## src/rtl/calc_pkg.sv

```systemverilog
// Shared definitions for the infix calculator front end: operator codes,
// precedence lookup and the controller state encoding.
package calc_pkg;

  localparam logic [7:0] OP_ADD = 8'h2B;
  localparam logic [7:0] OP_SUB = 8'h2D;
  localparam logic [7:0] OP_MUL = 8'h2A;
  localparam logic [7:0] OP_DIV = 8'h2F;
  localparam logic [7:0] OP_EQ  = 8'h3D;

  typedef enum logic [1:0] {
    IDLE,
    START,
    WAIT,
    FINISH
  } state_t;

  function automatic logic is_op_code(input logic [7:0] code);
    case (code)
      OP_ADD, OP_SUB, OP_MUL, OP_DIV, OP_EQ: is_op_code = 1'b1;
      default:                               is_op_code = 1'b0;
    endcase
  endfunction

  // '=' and unrecognised codes both map to 0; callers screen with is_op_code.
  function automatic logic [1:0] prec(input logic [7:0] code);
    case (code)
      OP_MUL, OP_DIV: prec = 2'd2;
      OP_ADD, OP_SUB: prec = 2'd1;
      default:        prec = 2'd0;
    endcase
  endfunction

endpackage

```

## src/rtl/lifo.sv

```systemverilog
// Register-file stack with a combinational top-of-stack view (0 when empty).
// Push+pop together overwrites the top; pop on empty and push on full are dropped.
module lifo #(
  parameter int DEPTH = 8,
  parameter int W     = 8
) (
  input  logic                     clk,
  input  logic                     reset,
  input  logic                     push,
  input  logic                     pop,
  input  logic                     clear,
  input  logic [W-1:0]             din,
  output logic [W-1:0]             dout,
  output logic                     full,
  output logic                     empty,
  output logic [$clog2(DEPTH):0]   count
);

  localparam int AW = $clog2(DEPTH);

  logic [W-1:0]  mem [DEPTH];
  logic [AW:0]   sp;
  logic [AW-1:0] top_idx;
  logic [AW-1:0] wr_idx;

  assign top_idx = AW'(sp - 1'b1);
  assign wr_idx  = sp[AW-1:0];
  assign empty   = (sp == '0);
  assign full    = (sp == (AW+1)'(DEPTH));
  assign count   = sp;
  assign dout    = empty ? '0 : mem[top_idx];

  always_ff @(posedge clk) begin
    if (!clear) begin
      if (push && pop && !empty)
        mem[top_idx] <= din;
      else if (push && !full)
        mem[wr_idx] <= din;
    end
  end

  always_ff @(posedge clk or posedge reset) begin
    if (reset)
      sp <= '0;
    else if (clear)
      sp <= '0;
    else if (push && pop && !empty)
      sp <= sp;
    else if (push && !full)
      sp <= sp + 1'b1;
    else if (pop && !empty)
      sp <= sp - 1'b1;
  end

endmodule

```

## src/rtl/expr_ctrl.sv

```systemverilog
// Infix front end: owns operand/operator stacks and sequences `calculation` via start/complete.
// Stack view 1 cycle after accept; tok_ready drops while a held operator forces a reduction.
module expr_ctrl
  import calc_pkg::*;
#(
  parameter int DEPTH = 8,
  parameter int W     = 8
) (
  input  logic         clk,
  input  logic         reset,
  input  logic         tok_valid,
  input  logic         tok_is_op,
  input  logic [W-1:0] tok_data,
  output logic         tok_ready,
  output logic         start,
  input  logic         complete,
  input  logic         opnd_pop,
  input  logic         opnd_push,
  input  logic         op_pop,
  input  logic [W-1:0] R,
  output logic [W-1:0] opnd_Dout,
  output logic [7:0]   op_Dout,
  output logic [W-1:0] result,
  output logic         done,
  output logic         err
);

  localparam int CW = $clog2(DEPTH) + 1;

  state_t        state;
  logic [7:0]    tok_code;
  logic          opnd_full, opnd_empty, op_full, op_empty;
  logic [CW-1:0] opnd_count, op_count;
  logic          in_idle, in_wait;
  logic          known_op, is_eq, reduce_req, lt_two, hold, accept;
  logic          tok_err, r_err, eq_finish, stk_clear;
  logic          opnd_push_i, opnd_pop_i, op_push_i, op_pop_i;
  logic [W-1:0]  opnd_din;

  assign tok_code = tok_data[7:0];
  assign in_idle  = (state == IDLE);
  assign in_wait  = (state == WAIT);
  assign known_op = is_op_code(tok_code);
  assign is_eq    = (tok_code == OP_EQ);

  // An operator that does not outrank the stacked one forces a reduction first
  // (>= gives left associativity; '=' flushes everything).
  assign reduce_req = in_idle && tok_valid && tok_is_op && known_op && !op_empty
                      && (prec(op_Dout) >= prec(tok_code));
  assign lt_two     = opnd_empty || (opnd_count == CW'(1));
  assign hold       = reduce_req && !lt_two;
  assign tok_ready  = in_idle && !hold;
  assign accept     = tok_valid && tok_ready;

  // A reduction request that reaches accept had too few operands.
  assign tok_err   = accept && (tok_is_op ? (!known_op || reduce_req || (!is_eq && op_full))
                                          : opnd_full);
  assign r_err     = in_wait && opnd_push && !opnd_pop && opnd_full;
  assign eq_finish = accept && tok_is_op && is_eq && op_empty;
  assign stk_clear = tok_err || r_err || (state == FINISH);

  assign opnd_din    = in_wait ? R : tok_data;
  assign opnd_push_i = (accept && !tok_is_op) || (in_wait && opnd_push);
  assign opnd_pop_i  = in_wait && opnd_pop;
  assign op_push_i   = accept && tok_is_op && known_op && !is_eq && !reduce_req;
  assign op_pop_i    = in_wait && op_pop;

  lifo #(.DEPTH(DEPTH), .W(W)) u_opnd (
    .clk   (clk),
    .reset (reset),
    .push  (opnd_push_i),
    .pop   (opnd_pop_i),
    .clear (stk_clear),
    .din   (opnd_din),
    .dout  (opnd_Dout),
    .full  (opnd_full),
    .empty (opnd_empty),
    .count (opnd_count)
  );

  lifo #(.DEPTH(DEPTH), .W(8)) u_op (
    .clk   (clk),
    .reset (reset),
    .push  (op_push_i),
    .pop   (op_pop_i),
    .clear (stk_clear),
    .din   (tok_code),
    .dout  (op_Dout),
    .full  (op_full),
    .empty (op_empty),
    .count (op_count)
  );

  always_ff @(posedge clk or posedge reset) begin
    if (reset) begin
      state  <= IDLE;
      start  <= 1'b0;
      done   <= 1'b0;
      err    <= 1'b0;
      result <= '0;
    end else begin
      start <= 1'b0;
      done  <= 1'b0;
      err   <= 1'b0;
      case (state)
        IDLE: begin
          if (tok_err) begin
            err <= 1'b1;
          end else if (hold) begin
            start <= 1'b1;
            state <= START;
          end else if (eq_finish) begin
            state <= FINISH;
          end
        end
        START: state <= WAIT;
        WAIT: begin
          if (r_err) begin
            err   <= 1'b1;
            state <= IDLE;
          end else if (complete) begin
            state <= IDLE;
          end
        end
        FINISH: begin
          if (opnd_count == CW'(1) && op_count == '0) begin
            result <= opnd_Dout;
            done   <= 1'b1;
          end else begin
            err <= 1'b1;
          end
          state <= IDLE;
        end
        default: state <= IDLE;
      endcase
    end
  end

endmodule

```

## config.mk

```make
export PLATFORM = sky130hd
export DESIGN_NAME = expr_ctrl
export DESIGN_NICKNAME = d
export VERILOG_FILES = /design/src/rtl/calc_pkg.sv /design/src/rtl/lifo.sv /design/src/rtl/expr_ctrl.sv
export SDC_FILE = /design/constraint.sdc
export NUM_CORES = 1
export LEC_CHECK = 0
export CAP_MARGIN = 20
export CORE_MARGIN = 5
export CORE_UTILIZATION = 45
export DETAILED_ROUTE_END_ITERATION = 8
export GPL_ROUTABILITY_DRIVEN = 0
export GPL_TIMING_DRIVEN = 0
export PLACE_DENSITY = 0.74
export SYNTH_ARGS = -nofsm -noshare
export SYNTH_HDL_FRONTEND = slang
export SYNTH_SLANG_ARGS = --single-unit
export TNS_END_PERCENT = 50
```

## constraint.sdc

```tcl
create_clock -name clk -period 6.9 [get_ports clk]
set_input_delay 0.69 -clock clk [delete_from_list [all_inputs] [get_ports clk]]
set_output_delay 0.69 -clock clk [all_outputs]
set_load 0.02 [all_outputs]
```

==> flow_summary.ini, run 1 <==
[clock_tree]
clk_latency_ns = 0.42
cts_hold_buffers = 0
cts_buffers = 17
cts_tree = built
post_cts_resized = 0
htree_levels = 4
post-cts-setup-buffer-count = 0
clockRootBuffer = clkbuf_16
clk_pin_slew_ns = 0.06
ctsLongestPathBuffers = 2
clock_sinks = 149

[sta]
worstMarginPinSlew_ns = 0.996
rsz0062_at_grt = false
skew_ns = 0.0135
slew_headroom = 0.332
finalCriticalPeriod_ns = 5.82
hold_viol_final = 0
finalMaxSlewViolations = 0
finalSetupViolations = 0
hold_ws_ns = 0.508
fmax_mhz = 172
finalCritPeriodShare = 0.843
fin_setup_tns_ns = 0

[global_route]
overflow = 0
antenna_found_initial = 0
grt_max_degree = 22
grt_usage = 0.174
grt_pass1_vias = 3981
grt_first_pass_wirelength_mm = 21.9

[final_layout]
drive_above_1_share = 0.183
layout_common_cells = 128 x edfxtp_1, 51 x clkdlybuf4s50_1, 29 x mux4_2
diodes = 0
syn_to_final_growth_pct = 20.6
n_fill_cell = 1106
nets = 510
final_common_cell = edfxtp_1

[critical_path]
max_stage_delay_ns = 0.58
path_common_cell = buf_2
startpoint_type = flip-flop
r2r-start = u_op.count[0]
cp-end-kind = primary output
reg2reg_to = u_op.mem[4][1]
rr_worst_depth = 16
cp_max_fo = 10
crit_type = flip-flop to primary output
worst_ep_required_time_ns = 6.21
crit_chain = buf_2, inv_2, ha_1, buf_2, buf_2, mux4_2, a22o_1, xnor2_1, or4_1, ha_1, nand2b_1, a21oi_1, or4_4, inv_2, nor3_1, clkdlybuf4s50_1
arrival_ns = 5.13
r2r_slack_ns = 1.35
cp_slowest_cell = or4_4

[routing]
vias = 3866
avgViaCountPerCell = 5.73
wl_mm = 14.0
firstDrtPassIters = 5
drtAntennaViolNets = 0
wire_per_inst_um = 20.8
drc_errors = 0
drt_iter0_markers = 317

[outcome]
status = finished, final reports clean

[floorplanning]
io_pins = 52
die_x_um = 131
start_util = 0.455
coreArea_mm2 = 0.0144
die_y_um = 131
rows = 44
die-area_mm2 = 0.0171

[worst_hold_path]
hold_path.class = flip-flop to flip-flop
hold_path_depth = 1
min_to = result[0]
hp-start = result[0]

[synth]
synth-seq-cells = 149
synth_area_mm2 = 0.00657
syn_area_per_cell_um2 = 16.1
yosys_warnings = 0
syn-num-nets = 438
netlist_instances = 407
synth_cell_types = 63
synth_flop_cell = edfxtp_1
yosysSeqAreaShare = 0.666
synth_edf_count = 128
async_flop_share = 0.141

[pwr]
ir_drop_mv = 0.189
p_leak_nw = 2.69
powerDensity_mw_per_mm2 = 331

[place]
io_buffers = 51
dp_hpwl_mm = 9.56

[run]
drv_cap = 0
[critical path: cells and delay by family (launching register included)]
kind,cells,cell delay [ns]
and+or+nand+nor,4,1.26
muxes,1,0.34
AOI/OAI and AO/OA,2,0.38
buffers and inverters,6,1.61
adders and majority gates,2,0.59
DFF,1,0.40
xor gates and xnor gates,1,0.13
[cell usage after synthesis (2+ instances only)]
cell / number / share of area
a211oi_1: 4 / 0.0046
a21oi_1: 6 / 0.0046
a221oi_1: 2 / 0.0027
a22o_1: 7 / 0.0093
a31oi_1: 4 / 0.0038
and2_1: 2 / 0.0019
and3_1: 4 / 0.0038
buf_1: 3 / 0.0017
buf_2: 5 / 0.0038
clkbuf_1: 7 / 0.0040
dfrtp_1: 21 / 0.080
edfxtp_1: 128 / 0.59
ha_1: 7 / 0.013
inv_1: 7 / 0.0040
inv_2: 4 / 0.0023
mux2_1: 8 / 0.014
mux2_2: 9 / 0.015
mux2i_1: 2 / 0.0030
mux4_1: 3 / 0.012
mux4_2: 29 / 0.099
nand2_1: 25 / 0.014
nand2b_1: 2 / 0.0019
nand3_1: 8 / 0.0061
nand3b_1: 3 / 0.0034
nor2_1: 22 / 0.013
nor2b_1: 6 / 0.0057
nor3_1: 11 / 0.0084
nor3b_1: 3 / 0.0034
o211ai_1: 2 / 0.0023
o21a_1: 3 / 0.0034
o21ai_0: 18 / 0.014
o21ai_1: 4 / 0.0030
or2_1: 2 / 0.0019
or3b_1: 2 / 0.0027
or4_1: 2 / 0.0023
xnor2_1: 3 / 0.0040
xor2_1: 3 / 0.0040
[sequential cells by signal (all words and copies together) (netlist names)]
signal,count
u_op.mem,64
u_opnd.mem,64
result,8
u_op.count,4
u_opnd.count,4
state,2
done,1
err,1
start,1
[per-layer routing]
metal | vias to the layer above | share of wire | GRT usage
met5 | - | 0 | 0
met4 | 0 | 0.010 | 0.0538
met3 | 12 | 0.062 | 0.0488
met2 | 102 | 0.50 | 0.283
met1 | 1981 | 0.43 | 0.229
li1 | 1771 | - | -
[power breakdown]
| part | switching [W] | internal, W |
|---|---|---|
| Sequential | 0.0000196 | 0.00101 |
| Clock | 0.000363 | 0.000535 |
| Combinational | 0.000393 | 0.000304 |
[metrics by stage]
stage	util	worst slack, ns	cell area [µm²]	instances	total power (W)
after floorplan	-	2.11	6570	407	0.00148
after global placement	0.507	1.20	7310	642	0.00172
after detailed placement	0.509	1.38	7340	644	0.00174
after CTS	0.549	1.09	7920	675	0.00263
after global routing	0.549	0.838	7920	675	0.00274
final	0.549	1.08	7920	675	0.00262
[how the worst max path moves through the flow]
stage                                end          start
after floorplan           u_op.mem[4][0]  u_op.count[0]
after global placement    u_op.mem[2][7]  u_op.count[0]
after detailed placement  u_op.mem[4][7]  u_op.count[0]
after CTS                      tok_ready  u_op.count[0]
after global routing           tok_ready  u_op.count[0]
final                          tok_ready  u_op.count[0]
[logic make-up after synthesis]
group,Yosys count,synth area share
AO/OA/AOI/OAI,63,0.0646
XOR/XNOR,7,0.0105
adder cells (fa/ha/maj),7,0.0133
buffers and inverters,27,0.0175
flip-flops,149,0.666
multiplexers,51,0.144
AND/OR/NAND/NOR,103,0.0848
[area by class of cell]
class                           instances  area (µm²)  area share
Clock inverter                         13         146      0.0185
Clock buffer                           18         429      0.0542
Timing Repair Buffer                   53         526      0.0664
Inverter                               11        41.3     0.00522
Tap cell                              184         230      0.0291
Multi-Input combinational cell        231        2100       0.265
Sequential cell                       149        4370       0.552
Buffer                                 16        73.8     0.00933
(Power assumes the default switching activity.)
==> run 2, diff against run 1 <==
--- a/config.mk
+++ b/config.mk
@@ -11,7 +11,7 @@
 export DETAILED_ROUTE_END_ITERATION = 8
 export GPL_ROUTABILITY_DRIVEN = 0
 export GPL_TIMING_DRIVEN = 0
-export PLACE_DENSITY = 0.74
+export PLACE_DENSITY = 0.77
 export SYNTH_ARGS = -nofsm -noshare
 export SYNTH_HDL_FRONTEND = slang
 export SYNTH_SLANG_ARGS = --single-unit
==> constraint.sdc (replaced) <==
create_clock -name clk -period 5.2 [get_ports clk]
set_input_delay 0.52 -clock clk [delete_from_list [all_inputs] [get_ports clk]]
set_output_delay 0.52 -clock clk [all_outputs]
set_load 0.02 [all_outputs]
==> run 2 against run 1 <==
Register-to-register slack worse by 1.2 ns. Cell count is 1.3% higher. Clock power is 34% higher. Core utilization is 0.59 points higher. Critical path depth is 1 lower. Sequential share of layout area is 0.57 points lower. Worst hold slack better by 0.0065 ns. Routed wire length is 3.8% higher. First-iteration DRC count is 28% higher. Clock skew is 0.0020 ns lower. Largest cell class unchanged. Flip-flop and latch count stayed put. Global-route usage is 0.85 points higher.
==> flow_summary.ini, run 2 (synthesis results as in run 1) <==
[outcome]
status = finished, final reports clean

[critical_path]
r2r_slack_ns = 0.15
rr_worst_depth = 15
cp_max_fo = 10
crit_type = flip-flop to flip-flop
max_stage_delay_ns = 0.56
worst_ep_required_time_ns = 5.31
crit_start = u_op.count[0]
startpoint_type = flip-flop
cp-end-kind = flip-flop
crit_chain = buf_8, inv_2, ha_2, buf_4, mux4_2, a22o_1, or2_0, or4_1, ha_1, nand2b_1, a211oi_1, o21a_1, nand2_1, nor3_1, buf_2
reg2reg_to = u_op.mem[3][1]
path_buf_inv = 4
cp_slowest_cell = or4_1
r2r-start = u_op.count[0]
arrival_ns = 5.16
path_delay_family = simple AND/OR/NAND/NOR gates

[sta]
skew_ns = 0.0115
finalCritPeriodShare = 0.971
fin_ws_ns = 0.150
fmax_mhz = 198
slew_headroom = 0.431
hold_ws_ns = 0.514
rsz0062_at_grt = true
finalMaxSlewViolations = 0
finalSetupViolations = 0
worstMarginPinSlew_ns = 0.842
finalCriticalPeriod_ns = 5.05
hold_viol_final = 0

[worst_hold_path]
hp-start = result[0]
hold_path.class = flip-flop to flip-flop
min_to = result[0]
hold_path_depth = 1

[final_layout]
final_common_cell = edfxtp_1
top_regs = u_op.mem (64), u_opnd.mem (64), result (8)
drive_above_1_share = 0.202
fin_area_mm2 = 0.00800
n_fill_cell = 1090
diodes = 0
syn_to_final_growth_pct = 21.9
layout_common_cells = 128 x edfxtp_1, 50 x clkdlybuf4s50_1, 29 x mux4_2
nets = 518

[clock_tree]
cts_hold_buffers = 0
htree_levels = 4
clk_pin_slew_ns = 0.06
clk_latency_ns = 0.42
cts_buffers = 17
clock_sinks = 149
cts_tree = built
clockRootBuffer = clkbuf_16
ctsLongestPathBuffers = 2

[floorplanning]
die_y_um = 131
start_util = 0.455
die_x_um = 131
rows = 44
die-area_mm2 = 0.0171
io_pins = 52
coreArea_mm2 = 0.0144

[global_route]
grt_usage = 0.182
overflow = 0
grt_first_pass_wirelength_mm = 23.2
grt_max_degree = 22
antenna_found_initial = 0
grt_pass1_vias = 4041

[pwr]
p_comb_frac = 0.272
ir_drop_mv = 0.259
powerDensity_mw_per_mm2 = 441
seq_power_share = 0.387
internal_power_w = 0.00248
p_leak_nw = 2.74
p_sw_frac = 0.298
switchingPower_w = 0.00105
clkPwrFrac = 0.341

[routing]
drtAntennaViolNets = 0
drc_errors = 0
vias = 4035
firstDrtPassIters = 5
drt_iter0_markers = 407
avgViaCountPerCell = 5.90
wl_mm = 14.6
wire_per_inst_um = 21.3

[place]
dpl-instance-area_mm2 = 0.00734
pre_cts_slack_ns = -0.131
dp_hpwl_mm = 10.2
io_buffers = 51

[run]
drv_cap = 0
==> run 2: cell count changes in the layout (fill, tap and decap cells not counted), moves of 2 or more <==
cell,before,now
buf_4,2,7
clkinv_4,0,5
clkinvlp_4,4,2
inv_6,6,3
==> run 2: repair_timing <==
item                                    in CTS  in global routing
pin swaps                                    0                  1
setup buffers                                1                  3
cloned                                       0                  0
endpoints found under the setup margin      43                 49
hold endpoints to repair                     0                  0
gates resized for setup                      5                 13
==> run 2: layout make-up <==
class | count | area [µm²] | area share
buffer | 16 | 92.6 | 0.0116
clock buffer | 18 | 429 | 0.0536
clock inverter | 14 | 153 | 0.0191
inverter | 11 | 41.3 | 0.00516
multi-input combinational | 231 | 2110 | 0.264
sequential | 149 | 4370 | 0.546
tap | 184 | 230 | 0.0288
timing repair buffer | 61 | 571 | 0.0713
==> run 2: worst max path at each step <==
stage                endpoint  slack, ns  cells past startpoint
2_1_floorplan  u_op.mem[4][0]       0.41                     15
3_3_place_gp   u_op.mem[2][5]      -0.48                     14
3_5_place_dp   u_op.mem[3][5]      -0.13                     15
4_1_cts             tok_ready       0.02                     16
5_1_grt        u_op.mem[5][3]      -0.05                     15
6_report       u_op.mem[3][1]       0.15                     15
==> run 2: power groups by stage <==
stage          clock (W)  sequential (W)  combinational [W]
2_1_floorplan          0         0.00138           0.000592
3_3_place_gp           0         0.00138           0.000897
3_5_place_dp           0         0.00139           0.000925
4_1_cts          0.00122         0.00136           0.000946
5_1_grt          0.00128         0.00137            0.00103
6_report         0.00120         0.00137           0.000961
==> run 2: per-layer routing <==
layer,vias to the layer above,part of all wire,GRT usage
li1,1794,-,-
met1,2069,0.41,0.247
met2,148,0.51,0.292
met3,24,0.068,0.0488
met4,0,0.013,0.0544
met5,-,0,0
==> run 2: metrics by stage <==
stage / cells / TNS [ns] / utilization / total power, W
6_report: 684 / 0 / 0.555 / 0.00353
5_1_grt: 684 / -0.494 / 0.555 / 0.00368
4_1_cts: 681 / 0 / 0.551 / 0.00352
3_5_place_dp: 648 / -3.25 / 0.509 / 0.00231
3_3_place_gp: 642 / -22.15 / 0.507 / 0.00228
2_1_floorplan: 407 / 0 / - / 0.00197
